`src/rtl/pc_fetch_sequencer.sv`:
```
// pc_fetch_sequencer: owns the PC register and sequences imem fetch, decode hold and PC update
// Ports:
//   clk, rst_n        clock (rising edge), asynchronous active-low reset
//   start             leave IDLE and begin fetching (sampled in IDLE only)
//   imem_req/addr     one-cycle fetch request pulse, address = pc
//   imem_rdy/data     imem response strobe and instruction word
//   inst/inst_valid   held instruction to decode
//   inst_ready        decode accepts inst
//   pc                current PC, to pc_control.pc_in
//   pc_next_in        next PC from pc_control.pc_out, sampled on accept only
//   halted            sequencer stopped until reset
//   fetch_err         sticky imem timeout flag
//   misalign_err      sticky odd-next-PC flag
//   retired_cnt       accepted non-halt instructions, wrapping
module pc_fetch_sequencer #(
    parameter logic [15:0] RESET_PC = 16'h0000,
    parameter logic [3:0]  HALT_OP  = 4'hF,
    parameter int          TIMEOUT  = 16
) (
    input  logic        clk,
    input  logic        rst_n,
    input  logic        start,
    output logic        imem_req,
    output logic [15:0] imem_addr,
    input  logic        imem_rdy,
    input  logic [15:0] imem_data,
    output logic [15:0] inst,
    output logic        inst_valid,
    input  logic        inst_ready,
    output logic [15:0] pc,
    input  logic [15:0] pc_next_in,
    output logic        halted,
    output logic        fetch_err,
    output logic        misalign_err,
    output logic [15:0] retired_cnt
);
    typedef enum logic [2:0] {IDLE, FETCH, WAIT, VALID, HALT} state_t;
    state_t state, state_nxt;
    logic [15:0] wait_cnt;
    logic accept, is_halt, timeout;
    assign imem_addr = pc;
    assign accept = (state == VALID) && inst_ready;
    assign is_halt = inst[15:12] == HALT_OP;
    // wait_cnt holds the number of earlier empty WAIT cycles, so the TIMEOUT-th empty cycle trips;
    // a response arriving in that same cycle takes priority
    assign timeout = (state == WAIT) && !imem_rdy && (wait_cnt == 16'(TIMEOUT - 1));
    always_comb begin
        state_nxt = state;
        imem_req = 1'b0;
        inst_valid = 1'b0;
        halted = 1'b0;
        case (state)
            IDLE:  state_nxt = start ? FETCH : IDLE;
            FETCH: begin
                imem_req = 1'b1;
                state_nxt = WAIT;
            end
            WAIT:  state_nxt = imem_rdy ? VALID : (timeout ? HALT : WAIT);
            VALID: begin
                inst_valid = 1'b1;
                state_nxt = !inst_ready ? VALID : ((is_halt || pc_next_in[0]) ? HALT : FETCH);
            end
            HALT:  halted = 1'b1;
            default: state_nxt = HALT;
        endcase
    end
    always_ff @(posedge clk or negedge rst_n) begin
        if (!rst_n) begin
            state <= IDLE;
            pc <= RESET_PC;
            inst <= '0;
            wait_cnt <= '0;
            fetch_err <= 1'b0;
            misalign_err <= 1'b0;
            retired_cnt <= '0;
        end else begin
            state <= state_nxt;
            if (state == FETCH)
                wait_cnt <= '0;
            else if (state == WAIT && !imem_rdy)
                wait_cnt <= wait_cnt + 16'd1;
            if (state == WAIT && imem_rdy)
                inst <= imem_data;
            if (timeout)
                fetch_err <= 1'b1;
            // a halt opcode retires nothing and leaves pc alone; an odd target is refused
            if (accept && !is_halt) begin
                if (pc_next_in[0]) begin
                    misalign_err <= 1'b1;
                end else begin
                    pc <= pc_next_in;
                    retired_cnt <= retired_cnt + 16'd1;
                end
            end
        end
    end
endmodule

```
`config.mk`:
```
export PLATFORM = sky130hd
export DESIGN_NAME = pc_fetch_sequencer
export DESIGN_NICKNAME = d
export VERILOG_FILES = /design/src/rtl/pc_fetch_sequencer.sv
export SDC_FILE = /design/constraint.sdc
export NUM_CORES = 1
export LEC_CHECK = 0
export CAP_MARGIN = 20
export CORE_UTILIZATION = 49
export DETAILED_ROUTE_END_ITERATION = 16
export PLACE_DENSITY = 0.85
export SLEW_MARGIN = 10
export SYNTH_ARGS = -nofsm -noshare
export SYNTH_HDL_FRONTEND = slang
export SYNTH_SLANG_ARGS = --single-unit
export TNS_END_PERCENT = 30
```
`constraint.sdc`:
```
create_clock -name clk -period 3.28 [get_ports clk]
set_input_delay 0.656 -clock clk [delete_from_list [all_inputs] [get_ports clk]]
set_output_delay 0.656 -clock clk [all_outputs]
set_load 0.005 [all_outputs]
```
# After elaboration in Yosys (flattened, before gate mapping)
# Cells that the tools add are included.
# totals
elab_cells,39
romBits,0
ram_bits,0
register_bits,68
n_memories,0
in_bits,37
output_inout_bits,69
latch_bits,0
# classes
div_mod_pow,0
n_shift,0
n_mul,0
muxes,11
reduce_logical,12
n_eq_ne,6
addsub,2
order_cmp,0
n_bitwise,1
# op_table
op,n
"adder 16 x 1 -> 16 bit, second input constant",2
2-to-1 mux 16 bit,2
"equality test 16 x 4 -> 1 bit, second input constant",1
one-hot mux 3 bit (5 select lines),1
2-to-1 mux 3 bit,4
"equality test 3 x 2 -> 1 bit, second input constant",2
logical AND 1 bit,5
"equality test 4 bit, second input constant",1
2-to-1 mux 1 bit,4
AND reduction 2 bit,2
"equality test 3 x 1 -> 1 bit, second input constant",1
"equality test 3 bit, second input constant",1
zero test 3 bit,1
zero test 1 bit,2
nonzero test 2 bit,1
logical OR 1 bit,1
NOT 1 bit,1

# Longest topological paths before layout
# logic_depth
ltp_word,6
mapped_depth,6
mapped_depth_nobuf,5

# Worst setup path after synthesis
# No wires, ideal clock.
# synth_path
path_type,reg2out
startpoint,register state[0]
endpoint,output port imem_req
arrival_time_ns,1.382
setup_slack_ns,1.242
required_time_ns,2.624
stages_incl_launch_ff,4
n_path_buf,2
cell_sequence,dfrtp_1 -> buf_2 -> nor3b_1 -> clkbuf_1
# synth_between
elab_chain_len,2
# synth_rtl
element,line_no,source
from (decl),38,"state_t state, state_nxt;"
from (signal assigned),77,state <= state_nxt;
equality test 3 x 1 -> 1 bit,52,case (state)
2-to-1 mux 1 bit,52,
to (decl),23,"output logic imem_req,"
# Every way passes these cells.

# Final worst setup path
# Same ends and word-level chain as after synthesis.

==> qor.yml <==
cells_and_area:
  seq_area_mm2: 0.00170
  nets: 392
  fill_cells: 427
  n_antenna_cell: 0
  syn2layout_area_growth_pct: 39.1
  final_layout_size_suffix_gt1_frac: 0.162
  multi_input_area_mm2: 0.00125
global_routing:
  grt_pass1_vias: 2313
  grt.total_usage: 0.221
  grt_pass1_wl_um: 10800
  grt_overflow: 0
  grt_start_max_net_pins: 69
  antenna_found_initial: 0
power_and_ir_drop:
  intPower_w: 0.00225
  vdd_ir_drop_max_v: 0.000512
  swShare: 0.273
  power_frac_comb: 0.340
  p_seq_frac: 0.414
  clkPwrFrac: 0.246
  power_density_mw_per_mm2: 711
  leakage_nw: 1.88
  switchingPower_w: 0.000844
logic_synthesis:
  synth.distinct_cells: 43
  syn-mean-instance-area_um2: 12.1
  syn-instance-count: 258
  synth_edf_count: 0
  ys_warn_count: 0
  synth-seq-area-share: 0.544
  synth-seq-cells: 68
  async_flop_share: 1.00
  synth_area_mm2: 0.00313
  synthFlopType: "dfrtp_1"
place:
  portBuffers: 103
  place_hpwl_um: 4680
  routabilityCongestion: 0.784
  post-place-ws_ns: 0.637
timing:
  finalSetupTns_ns: 0
  finalCritPeriodShare: 0.805
  hold_viol_final: 0
  setup_ws_ns: 0.638
  fmaxAchievable_ghz: 0.378
  min_period_ns: 2.64
  worst_pin_slew_ns: 0.727
  slew_headroom: 0.511
  rsz0062_at_grt: "no"
  maxSlewViolCount: 0
  skew_ns: 0.0130
  setup_viol: 0
setup_path:
  cpMaxStageDelayCell: "dfrtp_1"
  cp_cell_sequence: "nor3b_1, clkdlybuf4s50_1"
  crit_arrival_ns: 1.99
  slowest_delay_ns: 0.65
  worstPathRequired_ns: 2.62
  timing.critical_path.to_type: "primary output"
  worstPathMaxFanout: 12
  start_kind: "flip-flop"
  critical_path_class: "reg2out"
  cp_top_family: "flip-flops"
  worst-path-buf-inv: 1
cts:
  clockBufferDepth: 2
  cts_resized: 0
  root_buffer: "clkbuf_8"
  clock_sinks: 68
  postCtsSetupBuffers: 0
  hold_buffers: 0
  cts_tree: "built"
  clkLatencyLatePin_ns: 0.35
  clk_pin_slew_ns: 0.07
  cts_buffers: 9
  htree_num_levels: 3
floorplanning:
  core_area_mm2: 0.00603
  fp.dieH_um: 81.9
  dieArea_mm2: 0.00670
  row_count: 28
  die_x_um: 81.9
  initial_utilization: 0.519
  pin_count: 106
detailed_routing:
  drtPass1Iterations: 4
  post_drt_via_cell_ratio: 5.45
  drc_errors: 0
  drt_iter0_markers: 95
  wl_per_cell_um: 15.7
  routed_wl_um: 6780
  vias: 2358
  ant_nets: 0
worst_hold_path:
  hold_path.class: "in2async"
run:
  cap_viol_max_count: 0
run_status:
  status: "finished, final reports clean"
## layout make-up
type	instances	share of cell area
clock buffers	12	0.0334
well taps	75	0.0216
flip-flops and latches	68	0.391
clock inverters	4	0.0167
repair buffers	107	0.246
multi-input cells	162	0.287
inverters	5	0.00432
## worst reg2reg max path, delay by kind of cell (launching register included)
kind / cells / cell delay, ns
AOI/OAI and AO/OA: 1 / 0.15
DFF: 1 / 0.56
and+or+nand+nor: 3 / 1.38
## power by group through the flow
stage                     combinational (W)  sequential (W)  clock [W]
after floorplan                    0.000491         0.00124          0
after global placement              0.00104         0.00128          0
after detailed placement            0.00106         0.00129          0
after CTS                           0.00107         0.00128   0.000774
after global routing                0.00114         0.00132   0.000814
final                               0.00105         0.00128   0.000760
## routing by layer
| metal | share of wire | wire length [µm] | GRT usage |
|---|---|---|---|
| met5 | 0 | 0 | 0 |
| met4 | 0.012 | 79 | 0.112 |
| met1 | 0.42 | 2840 | 0.265 |
| met3 | 0.086 | 581 | 0.0856 |
| met2 | 0.48 | 3280 | 0.345 |
## cell usage after synthesis, drive strengths merged (2+ instances only)
| cell | n | area share |
|---|---|---|
| or3 | 5 | 0.010 |
| nand2 | 13 | 0.016 |
| nor4b | 2 | 0.015 |
| inv | 5 | 0.0060 |
| and4 | 4 | 0.011 |
| nand4 | 7 | 0.019 |
| nor2 | 12 | 0.015 |
| and2 | 4 | 0.0080 |
| clkbuf | 2 | 0.0024 |
| mux2 | 32 | 0.12 |
| or4 | 4 | 0.0096 |
| a21oi | 9 | 0.014 |
| nor3 | 3 | 0.0048 |
| nand3 | 10 | 0.016 |
| ha | 2 | 0.0080 |
| nand4b | 2 | 0.0076 |
| xor2 | 10 | 0.028 |
| xnor2 | 11 | 0.031 |
| buf | 22 | 0.049 |
| nand3b | 2 | 0.0048 |
| nor4 | 6 | 0.014 |
| o21ai | 6 | 0.0096 |
| o31ai | 4 | 0.0096 |
| dfrtp | 68 | 0.54 |
## cells in the final DEF (no fill, tap or decap), types with 2 or more instances in the layout
| master | count |
|---|---|
| dfrtp_1 | 68 |
| mux2_2 | 32 |
| inv_1 | 5 |
| nand3_1 | 10 |
| a21oi_1 | 9 |
| o21ai_0 | 6 |
| ha_1 | 2 |
| clkdlybuf4s50_1 | 102 |
| clkbuf_1 | 2 |
| buf_4 | 3 |
| and4_1 | 4 |
| or3_1 | 5 |
| nand3b_1 | 2 |
| conb_1 | 2 |
| nor2_1 | 11 |
| nor4_1 | 5 |
| xnor2_1 | 11 |
| o31ai_1 | 4 |
| nand2_1 | 13 |
| nand4_1 | 6 |
| and2_1 | 4 |
| or4_1 | 4 |
| clkbuf_8 | 10 |
| nor4b_4 | 2 |
| nor3_1 | 3 |
| xor2_1 | 10 |
| bufinv_16 | 2 |
## flip-flops by register name (all words and copies together) (netlist names)
name / cells
inst: 16
retired_cnt: 16
wait_cnt: 16
imem_addr: 15
state: 3
fetch_err: 1
misalign_err: 1
## metrics by stage
| stage | std cells | cell area [µm²] | hold slack [ns] | utilization | total power [W] |
|---|---|---|---|---|---|
| 6_report | 433 | 4350 | 0.313 | 0.722 | 0.00309 |
| 5_1_grt | 433 | 4350 | 0.347 | 0.722 | 0.00327 |
| 3_3_place_gp | 417 | 4130 | 0.440 | 0.685 | 0.00232 |
| 3_5_place_dp | 417 | 4130 | 0.448 | 0.685 | 0.00235 |
| 4_1_cts | 433 | 4350 | 0.330 | 0.722 | 0.00312 |
| 2_1_floorplan | 259 | 3130 | 0.360 | - | 0.00173 |
## worst paths after layout
path,from,endpoint,slack (ns),cells past startpoint
setup / recovery,state[0],imem_req,0.64,2
hold / removal,rst_n,wait_cnt[13],0.31,2
setup reg to reg,state[0],wait_cnt[14],1.11,4
hold reg to reg,misalign_err,misalign_err,0.47,1
max in group asynchronous,rst_n,retired_cnt[5],2.67,2
min in group clk,misalign_err,misalign_err,0.47,1
## cells by family (layout without fill, tap and decap cells)
family / count (synthesis) / after routing / synth area share
simple gates: 78 / 78 / 0.159
fa+ha+maj: 2 / 2 / 0.00801
flops: 68 / 68 / 0.544
buf+inv: 29 / 128 / 0.0576
compound gates: 26 / 26 / 0.0520
mux: 33 / 33 / 0.118
other cells: 1 / 2 / 0.00120
xor+xnor: 21 / 21 / 0.0588
Power figures use the tool's default switching activity.
